`config.mk`:
```
export PLATFORM = sky130hd
export DESIGN_NAME = dmem_port_arbiter
export DESIGN_NICKNAME = d
export VERILOG_FILES = /design/src/rtl/dmem_port_arbiter.sv
export SDC_FILE = /design/constraint.sdc
export NUM_CORES = 1
export LEC_CHECK = 0
export BUFFER_PORTS_ARGS = -buffer_cell sky130_fd_sc_hd__buf_2
export CORE_MARGIN = 1
export CORE_UTILIZATION = 40
export DETAILED_ROUTE_END_ITERATION = 8
export MAX_ROUTING_LAYER = met4
export PLACE_DENSITY = 0.76
export SYNTH_ARGS = -nofsm -noshare
export SYNTH_HDL_FRONTEND = slang
export SYNTH_SLANG_ARGS = --single-unit
```
`constraint.sdc`:
```
create_clock -name clk -period 1.44 [get_ports clk]
set_input_delay 0.216 -clock clk [delete_from_list [all_inputs] [get_ports clk]]
set_output_delay 0.216 -clock clk [all_outputs]
set_load 0.05 [all_outputs]
```
`src/rtl/dmem_port_arbiter.sv`:
```
`default_nettype none
// ============================================================================
// Module      : dmem_port_arbiter
// Description : Round-robin sharing of a single-port fixed-latency data memory
//               between the CPU load/store path and the host loader port.
// Revision    : 1.0 - initial release
// ============================================================================
module dmem_port_arbiter #(
    parameter int ADDR_W  = 10,
    parameter int DATA_W  = 32,
    parameter int MEM_LAT = 1
) (
    input  logic              clk,
    input  logic              reset,
    input  logic              cpu_req,
    input  logic              cpu_we,
    input  logic [31:0]       cpu_addr,
    input  logic [DATA_W-1:0] cpu_wdata,
    output logic              cpu_ready,
    output logic [DATA_W-1:0] cpu_rdata,
    output logic              cpu_stall,
    input  logic              host_req,
    input  logic              host_we,
    input  logic [31:0]       host_addr,
    input  logic [DATA_W-1:0] host_wdata,
    output logic              host_ready,
    output logic [DATA_W-1:0] host_rdata,
    output logic              addr_err,
    output logic [ADDR_W-1:0] mem_addr,
    output logic [DATA_W-1:0] mem_wdata,
    output logic              mem_we,
    input  logic [DATA_W-1:0] mem_rdata
);

    localparam logic [1:0] c_idle     = 2'd0;
    localparam logic [1:0] c_access   = 2'd1;
    localparam logic [1:0] c_resp     = 2'd2;
    localparam logic       c_cpu      = 1'b0;
    localparam logic       c_host     = 1'b1;
    localparam logic [3:0] c_cnt_init = 4'(MEM_LAT - 1);

    logic [1:0]        r_state;
    logic              r_owner;
    logic              r_last_grant;
    logic              r_misalign;
    logic [3:0]        r_cnt;
    logic              r_cpu_ready;
    logic              r_host_ready;
    logic              r_addr_err;
    logic [DATA_W-1:0] r_cpu_rdata;
    logic [DATA_W-1:0] r_host_rdata;
    logic [ADDR_W-1:0] r_mem_addr;
    logic [DATA_W-1:0] r_mem_wdata;
    logic              r_mem_we;

    logic              w_grant;
    logic              w_cpu_win;
    logic              w_g_we;
    logic [31:0]       w_g_addr;
    logic [DATA_W-1:0] w_g_wdata;
    logic              w_misalign;
    logic              w_unused;

    // On a tie the CPU wins only if the host was served last.
    assign w_grant    = cpu_req | host_req;
    assign w_cpu_win  = cpu_req & (~host_req | (r_last_grant == c_host));
    assign w_g_we     = w_cpu_win ? cpu_we    : host_we;
    assign w_g_addr   = w_cpu_win ? cpu_addr  : host_addr;
    assign w_g_wdata  = w_cpu_win ? cpu_wdata : host_wdata;
    assign w_misalign = (w_g_addr[1:0] != 2'b00);

    // Address bits above the word index wrap and are intentionally dropped.
    assign w_unused = ^{cpu_addr[31:ADDR_W+2], host_addr[31:ADDR_W+2]};

    always_ff @(posedge clk) begin
        if (reset) begin
            r_state      <= c_idle;
            r_owner      <= c_cpu;
            r_last_grant <= c_host;
            r_misalign   <= 1'b0;
            r_cnt        <= 4'd0;
            r_cpu_ready  <= 1'b0;
            r_host_ready <= 1'b0;
            r_addr_err   <= 1'b0;
            r_cpu_rdata  <= '0;
            r_host_rdata <= '0;
            r_mem_addr   <= '0;
            r_mem_wdata  <= '0;
            r_mem_we     <= 1'b0;
        end else begin
            case (r_state)
                c_idle: begin
                    if (w_grant) begin
                        r_owner      <= w_cpu_win ? c_cpu : c_host;
                        r_last_grant <= w_cpu_win ? c_cpu : c_host;
                        r_misalign   <= w_misalign;
                        r_cnt        <= c_cnt_init;
                        r_mem_addr   <= w_g_addr[ADDR_W+1:2];
                        r_mem_wdata  <= w_g_wdata;
                        r_mem_we     <= w_g_we & ~w_misalign;
                        r_state      <= c_access;
                    end
                end
                c_access: begin
                    r_mem_we <= 1'b0;
                    if (r_cnt == 4'd0) begin
                        if (r_owner == c_cpu) begin
                            r_cpu_rdata <= r_misalign ? '0 : mem_rdata;
                        end else begin
                            r_host_rdata <= r_misalign ? '0 : mem_rdata;
                        end
                        r_cpu_ready  <= (r_owner == c_cpu);
                        r_host_ready <= (r_owner == c_host);
                        r_addr_err   <= r_misalign;
                        r_state      <= c_resp;
                    end else begin
                        r_cnt <= r_cnt - 4'd1;
                    end
                end
                c_resp: begin
                    r_cpu_ready  <= 1'b0;
                    r_host_ready <= 1'b0;
                    r_addr_err   <= 1'b0;
                    r_state      <= c_idle;
                end
                default: begin
                    r_state <= c_idle;
                end
            endcase
        end
    end

    assign cpu_ready  = r_cpu_ready;
    assign cpu_rdata  = r_cpu_rdata;
    assign cpu_stall  = cpu_req & ~r_cpu_ready;
    assign host_ready = r_host_ready;
    assign host_rdata = r_host_rdata;
    assign addr_err   = r_addr_err;
    assign mem_addr   = r_mem_addr;
    assign mem_wdata  = r_mem_wdata;
    assign mem_we     = r_mem_we;

endmodule
`default_nettype wire

```
==> impl_metrics.tcl <==
set metrics [dict create \
    finalPower_mw 10.9 \
    viasPerCell 4.82 \
    arrival_ps 1810 \
    coreArea_um2 12100 \
    nets 1014 \
    vias 4950 \
    ant_nets 0 \
    clkSlewWorstSetupHoldPaths_ps 50 \
    cp-start-kind "flop" \
    initial_core_util_pct 41.2 \
    timing.final.crit_share_pct 105 \
    syn_area_per_cell_um2 8.51 \
    async_flop_share_pct 0 \
    antenna_found_initial 0 \
    relSlewSlack_pct 80.5 \
    wirelength_um 14900 \
    synth-edff-count 0 \
    grt_pass1_vias 4403 \
    globalplace.congestion 0.768 \
    hpwl_um 9750 \
    grt_util_met1_pct 24.9 \
    ios 277 \
    drive_above_1_share_pct 43.9 \
    routedWlPerCell_um 14.5 \
    whs_ps 139 \
    cts_sinks 119 \
    max-clock-path-buffers 2 \
    root_buffer "clkbuf_16" \
    drcViolationCount 0 \
    met3_usage_pct 5.15 \
    synthDominantAreaCellType "dfxtp_1" \
    path_class "flop to flop" \
    drv_cap 0 \
    rsz0062_at_grt "true" \
    cts_buffers 17 \
    synthTopCellsByArea "dfxtp_1, nand2_1, mux2i_1" \
    diodes 0 \
    hp-class "input port to flop" \
    first_pass_iters 5 \
    fin_crit_ps 1520 \
    dieArea_um2 12900 \
    synth-seq-area-share_pct 47.9 \
    tightest_slew_ps 292 \
    timing.rr.start "r_cnt[0]$_SDFFE_PP0P_" \
    powerDensity_nw_per_um2 1410 \
    final_cell_mix "buf_2, nand2_1, dfxtp_1" \
    ys.flop_type "dfxtp_1" \
    synth_cell_types 36 \
    worst_slack_ps -78.0 \
    port_buffers 236 \
    ir_worst_vdd_v 0.000618 \
    clock_skew_ps 6.59 \
    status "finished, violations left" \
    final_common_cell "buf_2" \
    htree_levels 4 \
    startpoint "r_cnt[0]$_SDFFE_PP0P_" \
    finalHoldViolations 0 \
    n_fill_cell 1024 \
    netlist.area_leader.share_pct 47.9 \
    met2_usage_pct 39.3 \
    synth-seq-cells 119 \
    die_width_um 113 \
    top_usage_layer "met2" \
    drt_iter0_drc 324 \
    crit_required_ps 1730 \
    hold_start "cpu_wdata[28]" \
    drv_slew 0 \
    cts_tree "built" \
    power_leakage_nw 3.61 \
    overflow 0 \
    synthCells 584 \
    grt_pass1_wl_um 21500 \
    grt_max_degree 46 \
    die_y_um 113 \
    fp-row-count 40 \
    synth_warnings 0 \
    utilization_pct 64.1 \
    setup_viol 69 \
    hold_buffers 0 \
    crit_fanout 16 \
    synth_area_um2 4970 \
    failed_checks "setup timing" \
    worstSkewPairLatency_ps 410 \
    crit_path_end_kind "flop" \
    fmax_ghz 0.659 \
    synthToLayoutAreaGrowth_pct 55.7 \
    track_usage_pct 22.5 \
    synth_nets 752 \
]
==> through the flow <==
step | area [um^2] | TNS, ps | setup WS (ps) | cells
final | 7740 | -3500 | -78.0 | 1027
after global routing | 7740 | -9930 | -160 | 1027
after CTS | 7400 | -4330 | -96.7 | 1013
after detailed placement | 6580 | -3820 | -98.9 | 975
after global placement | 6580 | -2340 | -68.8 | 975
after floorplan | 5020 | -3570 | -59.7 | 584
==> worst max-delay path: stages (launching register included) <==
cell      delay [ps]
dfxtp_2          320
inv_2             70
ha_4             150
nand2b_4          60
or4_4            480
buf_16           190
nand2_1           70
a21oi_1           60
==> flip-flops by register name, indices dropped and copies added (netlist names) <==
name	cells
mem_we	1
mem_wdata	32
cpu_ready	1
r_owner	1
mem_addr	10
r_cnt	4
cpu_rdata	32
host_ready	1
r_state	2
addr_err	1
r_last_grant	1
r_misalign	1
host_rdata	32
==> Yosys cell counts (3+ instances only) <==
cell,instances
nor2_1,50
inv_1,3
dfxtp_1,119
buf_2,12
a211oi_1,43
nor3_1,6
nand2b_1,3
clkbuf_1,24
nand2_1,134
buf_6,6
nor2b_1,35
a21oi_1,68
mux2i_1,42
buf_4,5
o21ai_0,4
==> path summary, 6_finish.rpt <==
path                                     end  slack [ps]  depth (start not counted)
hold reg to reg   cpu_rdata[25]$_SDFFE_PP0P_         450                          2
hold / removal    mem_wdata[28]$_SDFFE_PP0P_         140                          3
setup reg to reg   cpu_rdata[5]$_SDFFE_PP0P_         -80                          7
setup / recovery   cpu_rdata[5]$_SDFFE_PP0P_         -80                          7
==> cells by family after synthesis <==
group | Yosys count | synth area share [%]
flops | 119 | 47.9
mux | 44 | 8.91
simple gates | 244 | 22.0
compound gates | 122 | 14.8
fa+ha+maj | 2 | 0.504
buf+inv | 51 | 5.44
xor+xnor | 2 | 0.353
==> routing by layer <==
layer	share of wire, %	vias to the layer above
met5	0	-
met4	2.2	0
met3	5.4	22
met2	51	199
met1	42	2225
li1	-	2504
==> area by class of cell <==
type	instances	area, um^2	share of cell area (%)
clock buffer	24	492	6.36
clock inverter	8	143	1.84
inverter	4	15.0	0.194
multi-input combinational	414	2550	33.0
sequential	119	2390	30.9
tap	168	210	2.72
timing repair buffer	290	1940	25.0
==> power by group <==
part,internal (mW),switching (mW),total [mW]
registers,3.54,0.151,3.70
logic,0.984,1.71,2.69
clock network,3.07,1.44,4.51
==> what timing repair did <==
item / 4_1_cts / 5_1_grt
pin swaps: 5 / 18
setup buffers: 2 / 10
endpoints found under the setup margin: 76 / 111
resized for setup: 14 / 46
gates cloned: 4 / 5
No activity file was read; power rests on OpenSTA's default activity.
